==> src/rtl/sisc_fetch.sv <==
// -----------------------------------------------------------------------------
// sisc_fetch
//   Instruction fetch stage feeding the sisc core's 32-bit ir input.
//   Holds the program counter, issues word reads to instruction memory over a
//   req/ack handshake and presents each fetched word to the core over a
//   valid/ready handshake. Accepts branch redirects and a permanent halt.
//
// Ports
//   clk          in   clock, rising edge
//   rst_f        in   asynchronous active-high reset
//   imem_req     out  memory read request (REQ/DROP states)
//   imem_addr    out  word address of the outstanding request
//   imem_ack     in   memory accepted request; imem_rdata valid same cycle
//   imem_rdata   in   instruction word from memory
//   ir           out  instruction to the core
//   ir_pc        out  address ir was fetched from
//   ir_valid     out  ir/ir_pc hold a valid instruction
//   ir_ready     in   core consumes ir this cycle
//   redirect     in   branch taken; restart fetch at redirect_pc
//   redirect_pc  in   branch target word address
//   halt         in   stop fetching until reset
//   halted       out  fetch stopped, nothing outstanding
// -----------------------------------------------------------------------------
module sisc_fetch #(
    parameter int                ADDR_W   = 16,
    parameter int                IR_W     = 32,
    parameter logic [ADDR_W-1:0] RESET_PC = '0
) (
    input  logic              clk,
    input  logic              rst_f,
    output logic              imem_req,
    output logic [ADDR_W-1:0] imem_addr,
    input  logic              imem_ack,
    input  logic [IR_W-1:0]   imem_rdata,
    output logic [IR_W-1:0]   ir,
    output logic [ADDR_W-1:0] ir_pc,
    output logic              ir_valid,
    input  logic              ir_ready,
    input  logic              redirect,
    input  logic [ADDR_W-1:0] redirect_pc,
    input  logic              halt,
    output logic              halted
);

    typedef enum logic [2:0] {
        IDLE = 3'd0,
        REQ  = 3'd1,
        DROP = 3'd2,
        HOLD = 3'd3,
        HALT = 3'd4
    } state_t;

    state_t              state, state_n;
    logic [ADDR_W-1:0]   pc, pc_n;
    logic [ADDR_W-1:0]   addr_q;
    logic                valid_n;
    logic                load_ir;
    logic                halt_pend, halt_pend_n;
    logic                halt_eff;
    logic                req_active;

    // Request is a pure function of state so an async reset drops it at once.
    assign req_active = (state == REQ) || (state == DROP);
    assign imem_req   = req_active;
    assign imem_addr  = addr_q;
    assign halted     = (state == HALT);

    // A halt seen while a request is outstanding is remembered until the
    // request completes; redirect outranks halt in the cycle they coincide.
    assign halt_eff = halt_pend | (halt & ~redirect);

    always_comb begin
        // NOTE: every variable gets a default first so no path infers a latch.
        state_n = state;
        pc_n    = pc;
        valid_n = ir_valid;
        load_ir = 1'b0;

        case (state)
            IDLE: begin
                if (redirect) begin
                    pc_n    = redirect_pc;
                    state_n = REQ;
                end else if (halt) begin
                    state_n = HALT;
                end else begin
                    state_n = REQ;
                end
            end

            REQ: begin
                if (redirect)
                    pc_n = redirect_pc;
                if (imem_ack) begin
                    if (halt_eff) begin
                        state_n = HALT;
                    end else if (redirect) begin
                        state_n = REQ;           // data belongs to the old path
                    end else begin
                        load_ir = 1'b1;
                        valid_n = 1'b1;
                        pc_n    = pc + ADDR_W'(1);
                        state_n = HOLD;
                    end
                end else if (redirect) begin
                    state_n = DROP;              // request stays up at old addr
                end
            end

            DROP: begin
                if (redirect)
                    pc_n = redirect_pc;          // latest redirect wins
                if (imem_ack)
                    state_n = halt_eff ? HALT : REQ;
            end

            HOLD: begin
                if (redirect) begin
                    valid_n = 1'b0;
                    pc_n    = redirect_pc;
                    state_n = REQ;
                end else if (halt) begin
                    valid_n = 1'b0;
                    state_n = HALT;
                end else if (ir_ready) begin
                    valid_n = 1'b0;
                    state_n = REQ;
                end
            end

            HALT: begin
                valid_n = 1'b0;
            end

            default: begin
                state_n = IDLE;
                valid_n = 1'b0;
            end
        endcase

        halt_pend_n = ((state_n == REQ) || (state_n == DROP)) ? halt_eff : 1'b0;
    end

    // NOTE: sequential state uses non-blocking assignments so all registers
    // update together from the values seen before the edge.
    always_ff @(posedge clk or posedge rst_f) begin
        if (rst_f) begin
            state     <= IDLE;
            pc        <= RESET_PC;
            addr_q    <= RESET_PC;
            ir        <= '0;
            ir_pc     <= '0;
            ir_valid  <= 1'b0;
            halt_pend <= 1'b0;
        end else begin
            state     <= state_n;
            pc        <= pc_n;
            ir_valid  <= valid_n;
            halt_pend <= halt_pend_n;
            // Address is frozen while a request waits for its ack; otherwise
            // it follows the pc so the next request issues at the right place.
            if (!(req_active && !imem_ack))
                addr_q <= pc_n;
            if (load_ir) begin
                ir    <= imem_rdata;
                ir_pc <= pc;
            end
        end
    end

endmodule

==> config.mk <==
export PLATFORM = sky130hd
export DESIGN_NAME = sisc_fetch
export DESIGN_NICKNAME = d
export VERILOG_FILES = /design/src/rtl/sisc_fetch.sv
export SDC_FILE = /design/constraint.sdc
export NUM_CORES = 1
export LEC_CHECK = 0
export CORE_MARGIN = 2
export CORE_UTILIZATION = 43
export DETAILED_ROUTE_END_ITERATION = 10
export GPL_TIMING_DRIVEN = 1
export PLACE_DENSITY_LB_ADDON = 0.08
export SLEW_MARGIN = 0
export SYNTH_ARGS = -nofsm -noshare
export SYNTH_HDL_FRONTEND = slang
export SYNTH_SLANG_ARGS = --single-unit
==> constraint.sdc <==
create_clock -name clk -period 2.61 [get_ports clk]
set_input_delay 0.522 -clock clk [delete_from_list [all_inputs] [get_ports clk]]
set_output_delay 0.522 -clock clk [all_outputs]
set_load 0.02 [all_outputs]
# == Word-level counts from Yosys, hierarchy flattened ==
# Index checks and enable logic that the tools add are counted.
# totals
elab_cells,59
mem_bits_rw,0
latch_bits,0
inputBits,54
rom_bits,0
memories,0
reg_bits,85
# op_classes
bitwise,4
mul,0
n_eq_ne,10
mux,29
addsub,1
reduce_logical,8
shifts,0
n_div,0
n_lt_le_gt_ge,0
# op_table
cell,count
$mux W16,4
$pmux W16 S2,1
$mux W3,10
$add A16 B1 Y16 const B,1
$pmux W3 S5,1
$mux W1,11
$eq A3 B2 Y1 const B,3
$eq A3 B1 Y1 const B,2
$ne A2 B2 Y1 const B,3
$reduce_and A5 Y1,1
$ne A4 B4 Y1 const B,1
$eq A3 B3 Y1 const B,1
$logic_not A3 Y1,1
$pmux W1 S3,1
$reduce_or A3 Y1,1
$logic_or A1 B1 Y1,2
$mux W2,1
$not A1 Y1,2
$reduce_or A2 Y1,1
$and A1 B1 Y1,1
$logic_and A1 B1 Y1,1
$logic_not A1 Y1,1
$or A1 B1 Y1,1

# == Logic depth before layout (Yosys ltp) ==
# depth
word_depth,9
ltp_mapped,8

# == Least setup slack after synthesis ==
# OpenSTA, ideal clock, no wires.
# synth_path
kind,register to register
start,register pc[1]
end,register addr_q[14] (netlist: imem_addr[14])
setup_slack_ns,0.684
period_less_slack_ns,1.926
setup_time_ns,0.125
path_buffers,0
path_stages_with_launch,7
arrival_time_ns,1.801
cell_sequence,dfrtp_1 ha_1 nand4_2 or4b_1 a21oi_1 o211ai_1 mux2_4
# synth_via
elab_chain_len,5
# synth_lines
element,line,source
start: declaration,54,"logic [ADDR_W-1:0] pc, pc_n;"
start signal: assignment,157,pc <= pc_n;
$add A16 B1 Y16,102,pc_n = pc + ADDR_W'(1);
$mux W16,97,end else if (redirect) begin
$mux W16,95,if (halt_eff) begin
$mux W16,94,if (imem_ack) begin
$pmux W16 S2,79,case (state)
net pc_n[14],54,
end signal: assignment,163,addr_q <= pc_n;
end: declaration,55,logic [ADDR_W-1:0] addr_q;
# The timed path passes the listed nets, and every way through them passes these cells.
# A chain may end at the register's enable or synchronous reset.

# == Worst setup path after layout ==
# layout_path
start,register state[0]
end,output imem_req
# layout_via
elab_chain_len,2
# layout_lines
element,line,source
start: declaration,53,"state_t state, state_n;"
start signal: assignment,156,state <= state_n;
$eq A3 B1 Y1 / $eq A3 B2 Y1 (equally long branches),63,assign req_active = (state == REQ) || (state == DROP);
$logic_or A1 B1 Y1 *,63,
end: declaration,31,"output logic imem_req,"
# Mark *: on every way between the ends. The rest lies on a longest branch, timed or not.

==> summary.txt <==
Num CTS Buffers: 9
Worst Hold Class: reg2reg
Via-to-Cell Ratio: 5.43
Worst EP required: 2.09 ns
Hold Path Cell Cnt: 2
Worst R2R Start: pc[0]
simple-gate share of the synthesized area: 25.6%
Critical-path top delay cell: clkdlybuf4s50_1
P_leak: 2.51 nW
slowest cell delay on critical path: 0.61 ns
final worst setup slack: 0.150 ns
Fin. Hold Viols: 0
number of enable flip-flop cells after synthesis: 0
Iteration-0 DRC Markers: 190
most frequent CP cell: nor2_1
GP Congestion: 0.893
Setup crit end kind: primary output
final clock skew: 0.00975 ns
Place WS: 0.104 ns
clk_lat worst skew: 0.35 ns
Synth area leader: dfrtp_1
Slew Viols, Final: 0
vias in the first global route: 3,635
Worst-path clk slew: 0.08 ns
die height: 101 µm
met2 usage in global routing: 35.8%
Finished Layout Cells: 691
Least-Margin Pin Slew: 0.607 ns
first-pass GRT wire length: 18,300 µm
Placed Cells: 675
Pre-antenna DRT Iters: 5
I/O pin count: 121
Yosys top cell area share: 52.5%
maximum fanout along the worst path: 9
Worst Path Arrival: 1.94 ns
CP Cell Sequence: nor2b_2, nor2_1, nor2_1, clkdlybuf4s50_1
initial antenna violation count: 0
antenna cells: 0
synthesized netlist cell count: 460
TNS Setup: 0 ns
Final Core Density: 61.3%
RSZ-0062 raised after global routing: false
Synth Cell Area: 4050 µm²
row cnt: 35
routing usage on met1: 32.9%
Max VDD drop: 0.000613 V
register bit total from synthesis: 85
CTS Root Cell: clkbuf_8
Syn Nets: 515
Async S/R FF share, synth: 100%
GR Layer Usage met3: 4.44%
ranking of synthesized cells by area: dfrtp_1, nand2_1, a21oi_1
PD cells: 1230 nW/µm²
Reg2Reg Depth: 6
ys flop type: dfrtp_1
overall routing resource usage: 22.9%
CTS tree: done
Die ar.: 10,200 µm²
Seq/Total Area, Yosys: 52.5%
Register-to-Register Setup Slack: 0.38 ns
most common cell after layout, fill and taps aside: nand2_1
GR peak layer: met2
Tmin final: 2.46 ns
run status: completed
mux share of post-synthesis cell area: 3.06%
Peak Freq: 407 MHz
Setup-failing EPs final: 0
hold endpoint: ir_pc[1]
share of cells above drive strength 1: 7.93%
CP Class: reg2out
Layout area overhead: 39.1%
syn_area_per_cell: 8.81 µm²
core area: 9200 µm²
max-cap viol count: 0
Detailed Place HPWL: 7920 µm
synth unique cells: 55
reg2reg end: imem_addr[14]
# nets final: 630
gr ovfl total: 0
synth warn: 0
DR vias: 3,751
Final Cycle Share: 94.2%
largest family of logic cells by synthesized area: simple AND/OR/NAND/NOR gates
initial core utilization: 44.1%
Clock Sinks: 85
largest net degree at the start of global routing: 50
drc violations: 0
Clock Path Buffers: 2
CTS H-tree depth: 3
Synth Area in Compound Gates: 14.0%
hold_sp: ir_pc[1]
Adder-Cell Fraction of Synth Area: 0.309%
CP startpoint kind: register
die span in x: 101 µm
final WL: 11,000 µm
total chip power: 6.91 mW
Slew headroom: 59.0%
post-route ant nets: 0
Port Buffers: 120
post-CTS setup repair buffer count: 0
most frequent cells in the layout: nand2_1, clkdlybuf4s50_1, dfrtp_1, nor2_1, a21oi_1
post-synthesis xor/xnor area fraction: 0.216%
routed wire length per instance: 15.9 µm
## cell families (layout without fill, tap and decap cells)
kind of cell               after synthesis  after routing
AOI/OAI and AO/OA                       86             86
xor gates and xnor gates                 1              1
adders and majority gates                1              1
buffers and inverters                   40            160
DFF                                     85             85
muxes                                   11             11
and+or+nand+nor                        236            236
## state kept, by name, summed over array words and instances, names as in the netlist
signal / cells
halt_pend: 1
imem_addr: 16
ir: 32
ir_pc: 16
ir_valid: 1
pc: 16
state: 3
## how the worst max path moves through the flow
| stage | from | cells past startpoint | slack (ns) | end |
|---|---|---|---|---|
| 2_1_floorplan | pc[1] | 6 | 0.68 | imem_addr[14] |
| 3_3_place_gp | redirect | 7 | 0.22 | imem_addr[0] |
| 3_5_place_dp | redirect | 7 | 0.10 | imem_addr[0] |
| 4_1_cts | state[1] | 4 | 0.06 | imem_req |
| 5_1_grt | state[0] | 4 | 0.03 | imem_req |
| 6_report | state[0] | 4 | 0.15 | imem_req |
## through the flow
stage                     hold slack, ns  area (µm²)
final                              0.475        5640
after global routing               0.499        5640
after CTS                          0.481        5640
after detailed placement           0.461        5420
after global placement             0.457        5420
after floorplan                    0.496        4060
## where the power goes
part / switching (mW) / internal, mW / total (mW)
Sequential: 0.589 / 1.95 / 2.54
Clock: 0.472 / 0.544 / 1.02
Combinational: 1.76 / 1.59 / 3.35
## cell type report
type / count / area (µm²)
inverters: 9 / 37.5
multi-input cells: 335 / 1760
fillers: 817 / 3560
clock buffers: 11 / 131
well taps: 111 / 139
repair buffers: 135 / 1360
clock inverters: 5 / 83.8
flip-flops and latches: 85 / 2130
## worst max-delay path: cells and delay by family (launching register included)
family,cells,cell delay (ns)
flops,1,0.50
buf+inv,1,0.61
simple gates,3,0.49
## synthesized netlist by cell type (5+ instances only)
master / n
nand2_1: 152
dfrtp_1: 85
a21oi_1: 21
nor2_1: 21
buf_2: 17
o21ai_0: 16
nand3_1: 14
nor3_1: 14
clkbuf_1: 10
o22ai_1: 10
inv_1: 9
mux2_2: 7
nand4_1: 6
nor4_1: 5
## routing by layer
metal	vias up	share of wire, %
met3	10	7.4
met5	-	0
met1	1774	45
li1	1819	-
met2	148	47
met4	0	1.0
## what timing repair did
action | CTS | global route
hold endpoints to repair | 0 | 0
resized for setup | 0 | 1
hold buffers | 0 | 0
setup endpoints to repair | 0 | 1
(Power assumes the default switching activity.)
